--- src/rtl/bgr_trim_sar_ctrl.sv ---
// Successive-approximation trim controller for the bandgap reference trim DAC.
// Define BGR_TRIM_AVG_EN to decide each bit by a 3-sample majority vote.
//
// state  | meaning
// IDLE   | waiting for a start edge, trim_code holds its last value
// SETTLE | trial bit applied, waiting for the analog path to settle
// SAMPLE | capture the comparator and resolve the current bit
// DONE   | search finished, result and done held until the next start edge
module bgr_trim_sar_ctrl #(
   parameter int TRIM_W     = 6,
   parameter int SETTLE_CYC = 16
) (
   input  logic              clk,
   input  logic              rst_n,
   input  logic              ena,
   input  logic              start,
   input  logic              cmp,
   output logic [TRIM_W-1:0] trim_code,
   output logic              busy,
   output logic              done
);

   localparam int IDX_W = (TRIM_W > 2) ? $clog2(TRIM_W) : 1;
   localparam logic [TRIM_W-1:0] MID_CODE = {1'b1, {(TRIM_W-1){1'b0}}};
   localparam logic [7:0] CNT_LOAD = 8'(SETTLE_CYC - 1);
   localparam logic [IDX_W-1:0] IDX_TOP = IDX_W'(TRIM_W - 1);

   typedef enum logic [1:0] {IDLE, SETTLE, SAMPLE, DONE} state_t;

   state_t            state, state_nxt;
   logic [7:0]        cnt, cnt_nxt;
   logic [IDX_W-1:0]  idx, idx_nxt;
   logic [TRIM_W-1:0] trim, trim_nxt;
   logic              cmp_m, cmp_s;
   logic              start_q, start_arm, start_edge;
   logic              decide, decide_vld;
`ifdef BGR_TRIM_AVG_EN
   logic [1:0]        smp_cnt, smp_cnt_nxt;
   logic [1:0]        votes, votes_nxt;
`endif

   // start_arm keeps a start line still high across a reset from counting as an edge
   assign start_edge = start & ~start_q & start_arm;

   always_comb begin
      state_nxt  = state;
      cnt_nxt    = cnt;
      idx_nxt    = idx;
      trim_nxt   = trim;
      decide     = cmp_s;
      decide_vld = 1'b1;
`ifdef BGR_TRIM_AVG_EN
      smp_cnt_nxt = smp_cnt;
      votes_nxt   = votes;
`endif
      case (state)
         IDLE, DONE: begin
            if (start_edge) begin
               trim_nxt  = MID_CODE;
               idx_nxt   = IDX_TOP;
               cnt_nxt   = CNT_LOAD;
               state_nxt = SETTLE;
            end
         end
         SETTLE: begin
            if (cnt == 8'd0) begin
               state_nxt = SAMPLE;
`ifdef BGR_TRIM_AVG_EN
               smp_cnt_nxt = 2'd0;
`endif
            end else begin
               cnt_nxt = cnt - 8'd1;
            end
         end
         SAMPLE: begin
`ifdef BGR_TRIM_AVG_EN
            if (smp_cnt != 2'd2) begin
               votes_nxt[smp_cnt[0]] = cmp_s;
               smp_cnt_nxt = smp_cnt + 2'd1;
               decide_vld  = 1'b0;
            end else begin
               decide = (votes[0] & votes[1]) | (votes[0] & cmp_s) | (votes[1] & cmp_s);
            end
`endif
            if (decide_vld) begin
               if (decide) trim_nxt[idx] = 1'b0;
               if (idx == '0) begin
                  state_nxt = DONE;
               end else begin
                  idx_nxt                = idx - 1'b1;
                  trim_nxt[idx - 1'b1]   = 1'b1;
                  cnt_nxt                = CNT_LOAD;
                  state_nxt              = SETTLE;
               end
            end
         end
         default: state_nxt = IDLE;
      endcase
   end

   always_ff @(posedge clk or negedge rst_n) begin
      if (!rst_n) begin
         state     <= IDLE;
         cnt       <= 8'd0;
         idx       <= '0;
         trim      <= MID_CODE;
         cmp_m     <= 1'b0;
         cmp_s     <= 1'b0;
         start_q   <= 1'b0;
         start_arm <= 1'b0;
`ifdef BGR_TRIM_AVG_EN
         smp_cnt   <= 2'd0;
         votes     <= 2'd0;
`endif
      end else if (ena) begin
         state   <= state_nxt;
         cnt     <= cnt_nxt;
         idx     <= idx_nxt;
         trim    <= trim_nxt;
         cmp_m   <= cmp;
         cmp_s   <= cmp_m;
         start_q <= start;
         if (!start) start_arm <= 1'b1;
`ifdef BGR_TRIM_AVG_EN
         smp_cnt <= smp_cnt_nxt;
         votes   <= votes_nxt;
`endif
      end
   end

   assign trim_code = trim;
   assign busy      = (state == SETTLE) || (state == SAMPLE);
   assign done      = (state == DONE);

endmodule

--- config.mk ---
export PLATFORM = sky130hd
export DESIGN_NAME = bgr_trim_sar_ctrl
export DESIGN_NICKNAME = d
export VERILOG_FILES = /design/src/rtl/bgr_trim_sar_ctrl.sv
export SDC_FILE = /design/constraint.sdc
export NUM_CORES = 1
export LEC_CHECK = 0
export ABC_AREA = 1
export ABC_CLOCK_PERIOD_IN_PS = 1700
export CORE_AREA = 5 5 74 76
export DETAILED_ROUTE_END_ITERATION = 8
export DIE_AREA = 0 0 79 81
export DONT_BUFFER_PORTS = 1
export REMOVE_ABC_BUFFERS = 1
export SETUP_SLACK_MARGIN = 0.4
export SYNTH_ARGS = -nofsm -noshare
export SYNTH_HDL_FRONTEND = slang
export SYNTH_SLANG_ARGS = --single-unit
--- constraint.sdc ---
create_clock -name clk -period 1.7 [get_ports clk]
set_input_delay 0.34 -clock clk [delete_from_list [all_inputs] [get_ports clk]]
set_output_delay 0.34 -clock clk [all_outputs]
set_load 0.02 [all_outputs]
* After elaboration in Yosys (flattened, before gate mapping)
Index checks and enable logic that the tools add are counted.
** Storage, ports and cells
- Register bits :: 23
- Latch bits :: 0
- Bits in writable memories :: 0
- Memory bits (read-only) :: 0
- Bits of input ports :: 5
- Logic and storage cells :: 61
- Memories kept :: 0
** Cells by class
- Add/sub/neg operators :: 2
- $mul :: 0
- Div/mod/pow operators :: 0
- Magnitude comparators :: 4
- Eq/ne operators :: 7
- Shifts and indexed selects :: 0
- Multiplexer cells :: 20
- Bitwise operators :: 7
- Reductions and logical operators :: 13
** Operators by type and width (number)
- 6-bit 2-to-1 mux :: 4
- 8-bit 2-to-1 mux :: 3
- 8-bit case mux with 3 select lines :: 1
- 6-bit case mux with 2 select lines :: 1
- 8-bit logical NOT :: 1
- 3-bit by 4-bit < comparator with 1-bit output (second input constant) :: 2
- 2-bit inequality test (second input constant) :: 4
- 4-bit AND reduction :: 2
- 8-bit by 1-bit subtractor with 8-bit output (second input constant) :: 1
- 6-bit AND :: 1
- 1-bit demux with 3-bit select :: 2
- 3-bit by 1-bit >= comparator with 1-bit output (second input constant) :: 2
- 2-bit 2-to-1 mux :: 3
- 3-bit 2-to-1 mux :: 2
- 6-bit NOT :: 1
- 6-bit bitwise OR :: 1
- 2-bit case mux with 3 select lines :: 1
- 3-bit case mux with 2 select lines :: 1
- 3-bit AND reduction :: 2
- 2-bit == test (second input constant) :: 2
- 3-bit logical NOT :: 1
- 3-bit by 1-bit subtractor with 3-bit output (second input constant) :: 1
- 1-bit AND :: 2
- 2-bit by 1-bit == test with 1-bit output (second input constant) :: 1
- other kinds (8) :: 11

* Longest topological paths before layout
Gate-level depths: netlist of the first run.
- Word-level depth :: 11
- Mapped depth :: 10
- Mapped depth without buffers :: 10

* Least setup slack after synthesis of the first run
OpenSTA, ideal clock, no wires.
- Kind :: register to register
- Start point :: register idx[0]
- End point :: register cnt[2]
- Arrival time :: 1499 ps
- Required time :: 1581 ps
- Setup slack :: 82 ps
- Cell stages (with the launch flop) :: 11
- Cells stage by stage :: dfrtp_1 inv_1 ha_1 ha_1 nand2_1 inv_1 nor2_2 nand2_4 buf_8 nand2_1 o21ai_2
** Between the ends
- Longest elaborated chain between the ends :: 3
** Ends and longest elaborated chain
- start, declared :: RTL line 32 : logic [IDX_W-1:0] idx, idx_nxt;
- start signal, assigned :: RTL line 118 : idx <= idx_nxt;
- 3-bit logical NOT :: RTL line 87 : if (idx == '0) begin
- 2-bit inequality test (no line)
- 4-bit AND reduction (no line)
- end signal, assigned :: RTL line 117 : cnt <= cnt_nxt;
- end, declared :: RTL line 31 : logic [7:0] cnt, cnt_nxt;
No other way between the ends.
A chain may end at the register's enable or synchronous reset.

* Worst setup path after layout of the first run
- Start point :: register state[1]
- End point :: output port busy
** Between the ends
- Longest elaborated chain between the ends :: 2
- Elaborated cells between the ends (all ways) :: 3
- Classes of those cells :: eq/ne (2); reduce/logical (1)
** Ends and longest elaborated chain
- start, declared :: RTL line 30 : state_t state, state_nxt;
- start signal, assigned :: RTL line 116 : state <= state_nxt;
- 2-bit by 1-bit == test with 1-bit output / 2-bit == test (equally long branches) :: RTL line 132 : assign busy = (state == SETTLE) || (state == SAMPLE);
- 1-bit logical OR (*) :: RTL line 132
- end, declared :: RTL line 19 : output logic busy,
Mark *: on every way between the ends. The rest lies on a longest branch, timed or not.

==> results of run 1 <==
-- critical path, stage by stage (launching register included) --
cell and delay (ps):
dfrtp_1 430, ha_4 320, inv_4 60
-- cell type report --
| cell class | count | area share |
|---|---|---|
| multi-input cells | 131 | 0.481 |
| flip-flops and latches | 23 | 0.313 |
| repair buffers | 17 | 0.0780 |
| inverters | 31 | 0.0671 |
| well taps | 54 | 0.0366 |
| clock buffers | 3 | 0.0224 |
| clock inverters | 1 | 0.00271 |
-- stage by stage --
stage / area (um^2) / instances
2_1_floorplan: 1370 / 184
3_3_place_gp: 1460 / 242
3_5_place_dp: 1460 / 242
4_1_cts: 1670 / 255
5_1_grt: 1850 / 260
6_report: 1850 / 260
-- power by group through the flow --
stage / sequential [mW] / clock [mW] / combinational, mW
final: 0.929 / 0.352 / 1.95
after global routing: 0.958 / 0.394 / 2.17
after CTS: 0.909 / 0.371 / 1.58
after detailed placement: 0.923 / 0 / 1.27
after global placement: 0.919 / 0 / 1.26
after floorplan: 0.904 / 0 / 0.990
-- cell families after synthesis --
| group | Yosys count |
|---|---|
| adders and majority gates | 8 |
| AOI/OAI and AO/OA | 31 |
| DFF | 23 |
| and+or+nand+nor | 91 |
| buffers and inverters | 33 |
-- sequential cells by signal (all words and copies together), names as in the netlist --
| signal | flops |
|---|---|
| start_q | 1 |
| cnt | 8 |
| idx | 3 |
| cmp_s | 1 |
| cmp_m | 1 |
| start_arm | 1 |
| trim_code | 6 |
| state | 2 |
-- metal layers --
metal | track usage | up-vias
li1 | - | 624
met1 | 0.121 | 587
met2 | 0.167 | 23
met3 | 0.0288 | 4
met4 | 0.0292 | 0
met5 | 0 | -
-- repair_timing --
| item | CTS | global route |
|---|---|---|
| pin swaps | 7 | 15 |
| endpoints found under the hold margin | 23 | 0 |
| gates cloned | 1 | 0 |
| gates resized for setup | 24 | 51 |
| setup buffers | 7 | 5 |
| setup endpoints to repair | 21 | 44 |
| hold buffers | 1 | 0 |
-- layout by cell type (no fill, tap or decap), types with 4 or more instances in the layout --
master	netlist	final
o21ai_2	4	6
o21ai_0	17	6
a21oi_1	7	6
ha_4	0	6
nand2_1	48	38
inv_2	0	10
buf_4	0	13
o21ai_1	2	10
nor2_1	16	11
nand2_2	3	9
nand3_1	12	10
inv_1	31	18
dfrtp_1	22	22
nor2_2	3	4
nor2_4	1	5
nand2_4	1	5
-- worst max path at each step --
stage                  start      to  cells past startpoint
floorplan             idx[0]  cnt[7]                      9
global placement    state[1]  idx[2]                      7
detailed placement  state[1]  idx[2]                      7
CTS                 state[0]  cnt[2]                      8
global route          idx[1]  cnt[0]                     10
finish              state[1]    busy                      2
==> results.toml, run 1 <==
[outcome]
status = "finished, final reports clean"

[detailed_routing]
avgRoutedWirePerCell_um = 12.0
top_layer = "met4"
dr.pass1.iters = 4
wl_met2_mm = 1.60
met1Wirelength_mm = 1.38
drt_iter0_markers = 53
drc = 0
ant_nets = 0
dr_wl_met3_um = 125
viasPerCell = 4.76
drt-total-wl_mm = 3.13
vias = 1238

[setup_path]
r2r_cells = 9
reg2reg_slack_ps = 290
crit_type = "register to output pin"
cp_max_fo = 3
crit_path_end_kind = "output pin"
arrival_ps = 1080
r2r-end = "cnt[2]"
start_kind = "register"
required_ps = 1360
r2r_start = "idx[0]"

[clock_tree]
clkSinkCount = 23
cts_buffer_depth = 2
cts_tree = "yes"
clkTransAtPathRegs_ps = 90
clk_latency_ps = 270
ctsHtreeMaxLevel = 1
cts_buffers = 3
cts-root-buf = "clkbuf_8"

[pwr]
vdd_drop_max_v = 0.000785
p_int_mw = 1.68
finalPower_mw = 3.23
clkPwrFrac = 0.109
power_density_mw_per_mm2 = 1750
switching_power_mw = 1.56
leakagePower_nw = 0.869
p_seq_frac = 0.287
combPwrFrac = 0.604
power.share.switching = 0.481

[floorplan]
io_pins = 13
row_count = 25
dieWidth_um = 79
core_mm2 = 0.00466
initial_core_util = 0.297
dieArea_mm2 = 0.00640
die_height_um = 81

[yosys]
ys_top_cells_by_area = "dfrtp_1 40%, nand2_1 13%, inv_1 8.4%"
ys_seq_area_frac = 0.416
synth_edf_count = 0
synth_cell_types = 21
synth_most_common_cell = "nand2_1"
synth_top_area_cell = "dfrtp_1"
synth_area_mm2 = 0.00139
synthCells = 186
ys_top_cells_by_count = "48 x nand2_1, 31 x inv_1, 22 x dfrtp_1"
syn_avg_cell_area_um2 = 7.45
synth-async-reset-ratio = 1.00
synth_compound_area_frac = 0.125
synth_flop_cell = "dfrtp_1"
synth_top_family_by_area = "simple AND/OR/NAND/NOR gates"
synth_warnings = 0
synth_simple_gate_area_share = 0.288
synth_fa_ha_area_frac = 0.0723
synthMuxAreaShare = 0
synth_seq_cells = 23
synth-xor-area-share = 0
synth_top_area_share = 0.397

[final_layout]
antenna_cells = 0
final_util = 0.396
multiInputGateArea_um2 = 887
fillerInstances = 458
area_growth_pct = 33.2
layout.nets = 220
seq_area_um2 = 577
drive_gt1_frac = 0.379

[sta]
setup_tns_ps = 0
hold_viol = 0
hold_slack_ps = 162
fin_skew_ps = 5.69
fin_crit_sh = 0.834
maxSlewViolCount = 0
rsz0062_at_grt = "true"
max_freq_mhz = 705
finalSetupViolations = 0
period_minus_slack_ps = 1420
tightest_slew_ps = 1060
fin_ws_ps = 282
maxSlewHeadroom = 0.296

[global_routing]
grt_remaining_overflow = 0
grt_pass1_vias = 1147
grt_pass1_wl_mm = 5.07
grt_usage = 0.0984
antenna_found_initial = 0
grt_max_degree = 24

[placement]
port_buffers = 0
gp_congestion = 0.836
dpl_worst_slack_ps = 46.4
dp_hpwl_mm = 2.01

[min_path]
min-delay-start = "ena"
worstHoldPathCells = 1
hold-path-endpoint = "cmp_s"
min-delay-path-class = "input pin to register"

[flow_run]
maxCapViolCount = 0
Note: power is estimated with default switching activity, not from simulation.
==> inputs of run 2 (changes only) <==
ABC_CLOCK_PERIOD_IN_PS = 1500   (was 1700)
clock period = 1.5 ns   (was 1.7 ns; I/O delays follow)
==> run 2 against run 1 <==
Compared with the run above:
- the flow now finishes with violations (setup timing)
- combinational power rose by 11%
- utilization fell by 0.51 points
- design area shrank 1.3%
- die area is the same
- global-route usage is 0.26 points higher
- worst hold slack worse by 36 ps
- clock power grew 11%
- sequential power up 11%
- clock skew up 3.4 ps
- power grew 11%
- via count is 1.9% lower
- critical path depth is 1 higher
- critical endpoint unchanged
- highest routed layer unchanged
==> results.toml, run 2 (synthesis results as in run 1) <==
[floorplan]
row_count = 25
core_mm2 = 0.00466
initial_core_util = 0.297
io_pins = 13
dieArea_mm2 = 0.00640
die_height_um = 81
dieWidth_um = 79

[placement]
dpl_worst_slack_ps = -29.0
gp_congestion = 0.848
dp_hpwl_mm = 2.09
port_buffers = 0
placed_cell_area_mm2 = 0.00156

[final_layout]
final_util = 0.391
mostFrequentLayoutCells = "39 x nand2_1, 22 x inv_1, 22 x dfrtp_1, 19 x buf_4, 15 x nor2_1"
max_flop_register = "cnt"
area_growth_pct = 31.5
layout.nets = 226
largest_reg_flops = 8
final_area_mm2 = 0.00182
layout_commonest_cell = "nand2_1"
antenna_cells = 0
drive_gt1_frac = 0.344

[sta]
max_freq_mhz = 660
maxSlewViolCount = 0
fin_ws_ps = -14.3
fin_skew_ps = 9.14
fin_crit_sh = 1.01
rsz0062_at_grt = "true"
finalSetupViolations = 1
hold_viol = 0
period_minus_slack_ps = 1510
setup_tns_ps = -14.3
tightest_slew_ps = 1040
maxSlewHeadroom = 0.308

[clock_tree]
clkTransAtPathRegs_ps = 90
clk_latency_ps = 270
clkSinkCount = 23
cts-root-buf = "clkbuf_8"
cts_tree = "yes"
ctsHtreeMaxLevel = 1
cts_buffers = 3
cts_buffer_depth = 2

[min_path]
min-delay-path-class = "input pin to register"
min-delay-start = "ena"

[outcome]
status = "complete, but fails checks"
violations = "setup timing"

[setup_path]
required_ps = 1200
worst-path-buf-inv = 2
crit_path_end_kind = "output pin"
cp_cell_sequence = "ha_4 -> buf_6 -> clkinvlp_4"
critPathTopFamily = "flip-flops"
cp_max_fo = 2
start_kind = "register"
cp_slowest_cell = "dfrtp_1"
arrival_ps = 1210
crit_type = "register to output pin"
r2r_start = "state[0]"
cp_slowest_stage_delay_ps = 420
startpoint = "state[1]"

[global_routing]
grt_usage = 0.101
grt_pass1_vias = 1180
grt_pass1_wl_mm = 5.12
antenna_found_initial = 0
grt_max_degree = 24
grt_remaining_overflow = 0

[detailed_routing]
viasPerCell = 4.56
dr.pass1.iters = 4
vias = 1214
drt_iter0_markers = 40
drt-total-wl_mm = 2.97
avgRoutedWirePerCell_um = 11.2
ant_nets = 0
drc = 0

[pwr]
power_density_mw_per_mm2 = 1960
leakagePower_nw = 0.881
vdd_drop_max_v = 0.000841

[flow_run]
maxCapViolCount = 0
-- run 2: changes by cell type in the layout (fill, tap and decap cells not counted), moves of 3 or more --
cell	previous run	this run
inv_1	18	22
o21ai_2	6	9
buf_4	13	19
nor2_1	11	15
inv_4	3	0
-- run 2: worst register-to-register path, cell delays in order (launching register included) --
cell	delay, ps
dfrtp_1	390
inv_2	80
ha_4	210
buf_4	140
nand2_4	70
nand2_8	70
nor2_4	140
nand2_4	120
nand2_1	70
o21ai_1	50
-- run 2: cell type report --
class	instances	area, um^2
clock buffer	3	41.3
clock inverter	1	5.00
fill	472	2840
inverter	31	120
multi-input combinational	131	822
sequential	23	577
tap	54	67.6
timing repair buffer	23	189
-- run 2: path summary, 6_finish.rpt --
path | to | slack (ps) | cells after the start
setup reg to reg | cnt[4] | 40 | 9
hold / removal | cmp_s | 130 | 1
min in group asynchronous | trim_code[2] | 200 | 1
hold reg to reg | start_arm | 470 | 1
setup / recovery | busy | -10 | 3
max in group asynchronous | cnt[3] | 670 | 1
-- run 2: per-layer routing --
| layer | global-route usage | share of wire |
|---|---|---|
| met5 | 0 | 0 |
| met4 | 0.0206 | 0.0057 |
| met3 | 0.0277 | 0.036 |
| met2 | 0.194 | 0.53 |
| met1 | 0.111 | 0.42 |
-- run 2: per-stage QoR --
step / power, mW / instances / hold slack (ps)
3_3_place_gp: 2.66 / 255 / 5.20
5_1_grt: 3.95 / 266 / 134
4_1_cts: 3.55 / 266 / 126
6_report: 3.58 / 266 / 126
2_1_floorplan: 2.15 / 184 / 4.41
3_5_place_dp: 2.67 / 255 / 5.21
-- run 2: what timing repair did --
item / 4_1_cts / 5_1_grt
resized for setup: 48 / 10
endpoints found under the setup margin: 22 / 45
pin swaps: 9 / 3
buffers inserted: 5 / 0
hold buffers: 1 / 0
hold endpoints to repair: 23 / 0
cloned: 1 / 0
-- run 2: where the power goes --
group / switching [mW] / internal [mW]
logic: 1.24 / 0.919
clock network: 0.205 / 0.186
registers: 0.203 / 0.823
total: 1.65 / 1.93
==> inputs of run 3 (changes only) <==
CORE_AREA = 2 2 51 53   (was 5 5 74 76)
DIE_AREA = 0 0 53 55   (was 0 0 79 81)
PLACE_DENSITY = 0.75   (was default)
==> run 3 against run 2 <==
Compared with the run above:
- the run still ends with setup timing left
- sequential power is essentially flat
- clock skew grew 12 ps
- cell count shrank 11%
- sequential cell count is the same
- utilization grew 38 points
- non-clock buffer count shrank 6
==> results.toml, run 3 (synthesis results as in run 1) <==
[outcome]
status = "complete, but fails checks"
violations = "setup timing"

[sta]
tightest_slew_ps = 1040
rsz0062_at_grt = "true"
maxSlewViolCount = 0
fin_ws_ps = -32.1
max_freq_mhz = 653
fin_crit_sh = 1.02
maxSlewHeadroom = 0.303
period_minus_slack_ps = 1530
hold_slack_ps = 37.4
hold_viol = 0
fin_skew_ps = 21.6
finalSetupViolations = 7

[final_layout]
largest_reg_flops = 8
seq_area_um2 = 581
final_area_mm2 = 0.00183
area_growth_pct = 32.4
mostFrequentLayoutCells = "33 x nand2_1, 21 x inv_1, 19 x dfrtp_1, 16 x nand2_2, 14 x nor2_1"
layout_commonest_cell = "nand2_1"
drive_gt1_frac = 0.427
layout.nets = 220
finalNonFillerCells = 236
max_flop_register = "cnt"
antenna_cells = 0
fillerInstances = 166
multiInputGateArea_um2 = 903

[pwr]
clkPwrFrac = 0.084
switching_power_mw = 1.95
combPwrFrac = 0.640
leakagePower_nw = 0.853
p_int_mw = 1.89
finalPower_mw = 3.84
power_density_mw_per_mm2 = 2100
vdd_drop_max_v = 0.00178
p_seq_frac = 0.276
power.share.switching = 0.508

[setup_path]
arrival_ps = 1230
cp_max_fo = 2
crit_path_end_kind = "output pin"
start_kind = "register"
required_ps = 1200
crit_type = "register to output pin"

[detailed_routing]
ant_nets = 0
viasPerCell = 5.62
drt_iter0_markers = 23
vias = 1327
dr.pass1.iters = 4
avgRoutedWirePerCell_um = 15.7
drt-total-wl_mm = 3.71
drc = 0

[clock_tree]
cts_tree = "yes"
cts_buffer_depth = 2
clkTransAtPathRegs_ps = 160
cts-root-buf = "clkbuf_4"
ctsHtreeMaxLevel = 1
clk_latency_ps = 340
clkSinkCount = 23
cts_buffers = 3

[placement]
placed_cell_area_mm2 = 0.00149
dp_cells = 226
dp_hpwl_mm = 2.29
port_buffers = 0
dpl_worst_slack_ps = -60.5
gp_congestion = 0.790

[global_routing]
grt_max_degree = 24
grt_remaining_overflow = 0
antenna_found_initial = 0
use_met3 = 0.0430
grt_pass1_wl_mm = 5.96
grtUsageMet2 = 0.535
grt_pass1_vias = 1304
grt.busiest_layer = "met2"
gr-usage-met1 = 0.323
grt_usage = 0.283

[floorplan]
initial_core_util = 0.586
dieWidth_um = 53
dieArea_mm2 = 0.00292
io_pins = 13
core_mm2 = 0.00236
row_count = 18
die_height_um = 55

[min_path]
min-delay-path-class = "input pin to register"

[flow_run]
maxCapViolCount = 0
## run 3: changes by cell type in the layout (fill, tap and decap cells not counted), moves of 3 or more
cell,previous run,this run
o21ai_0,5,2
dfrtp_2,0,3
nand2_2,9,16
clkbuf_8,3,0
o21ai_2,9,13
buf_4,19,9
buf_6,3,7
dfrtp_1,22,19
nor3_1,4,0
clkbuf_4,0,3
nand2_1,39,33
## run 3: layout make-up
cell class              count  area share
clock buffers               3      0.0123
clock inverters             1     0.00273
inverters                  31      0.0689
multi-input cells         131       0.492
flip-flops and latches     23       0.317
well taps                  30      0.0205
repair buffers             17      0.0866
## run 3: path summary, 6_finish.rpt
check / end / depth (start not counted) / slack (ps) / from
max: busy / 4 / -30 / state[0]
min: cmp_s / 1 / 40 / ena
max reg2reg: cnt[2] / 9 / -30 / state[0]
min reg2reg: start_arm / 1 / 500 / start_arm
max in group asynchronous: trim_code[0] / 1 / 620 / rst_n
min in group asynchronous: trim_code[3] / 1 / 190 / rst_n
## run 3: timing repair
| item | 4_1_cts | 5_1_grt |
|---|---|---|
| hold endpoints to repair | 23 | 0 |
| gates cloned | 1 | 0 |
| pin swaps | 9 | 10 |
| setup buffers | 4 | 0 |
| hold buffers | 1 | 0 |
| endpoints found under the setup margin | 25 | 50 |
| gates resized for setup | 74 | 18 |
## run 3: per-layer routing
layer	wire length, um	vias up
met5	0	-
met4	93	0
met3	104	10
met2	2020	31
met1	1490	656
li1	-	630
## run 3: through the flow
step	setup TNS, ps	utilization
after global routing	-711	0.776
final	-127	0.776
after detailed placement	-357	0.631
after global placement	0	0.631
after CTS	0	0.755
after floorplan	-257	-
## run 3: worst max-delay path, cell delays in order (launching register included)
cell	delay, ps
dfrtp_1	440
inv_2	80
ha_4	200
buf_6	120
inv_6	70
## run 3: power by group through the flow
stage | registers, mW | clock network (mW) | logic, mW
6_report | 1.06 | 0.324 | 2.46
2_1_floorplan | 1.02 | 0 | 1.12
5_1_grt | 1.08 | 0.338 | 2.70
3_5_place_dp | 1.04 | 0 | 1.59
3_3_place_gp | 1.03 | 0 | 1.49
4_1_cts | 1.04 | 0.298 | 2.23
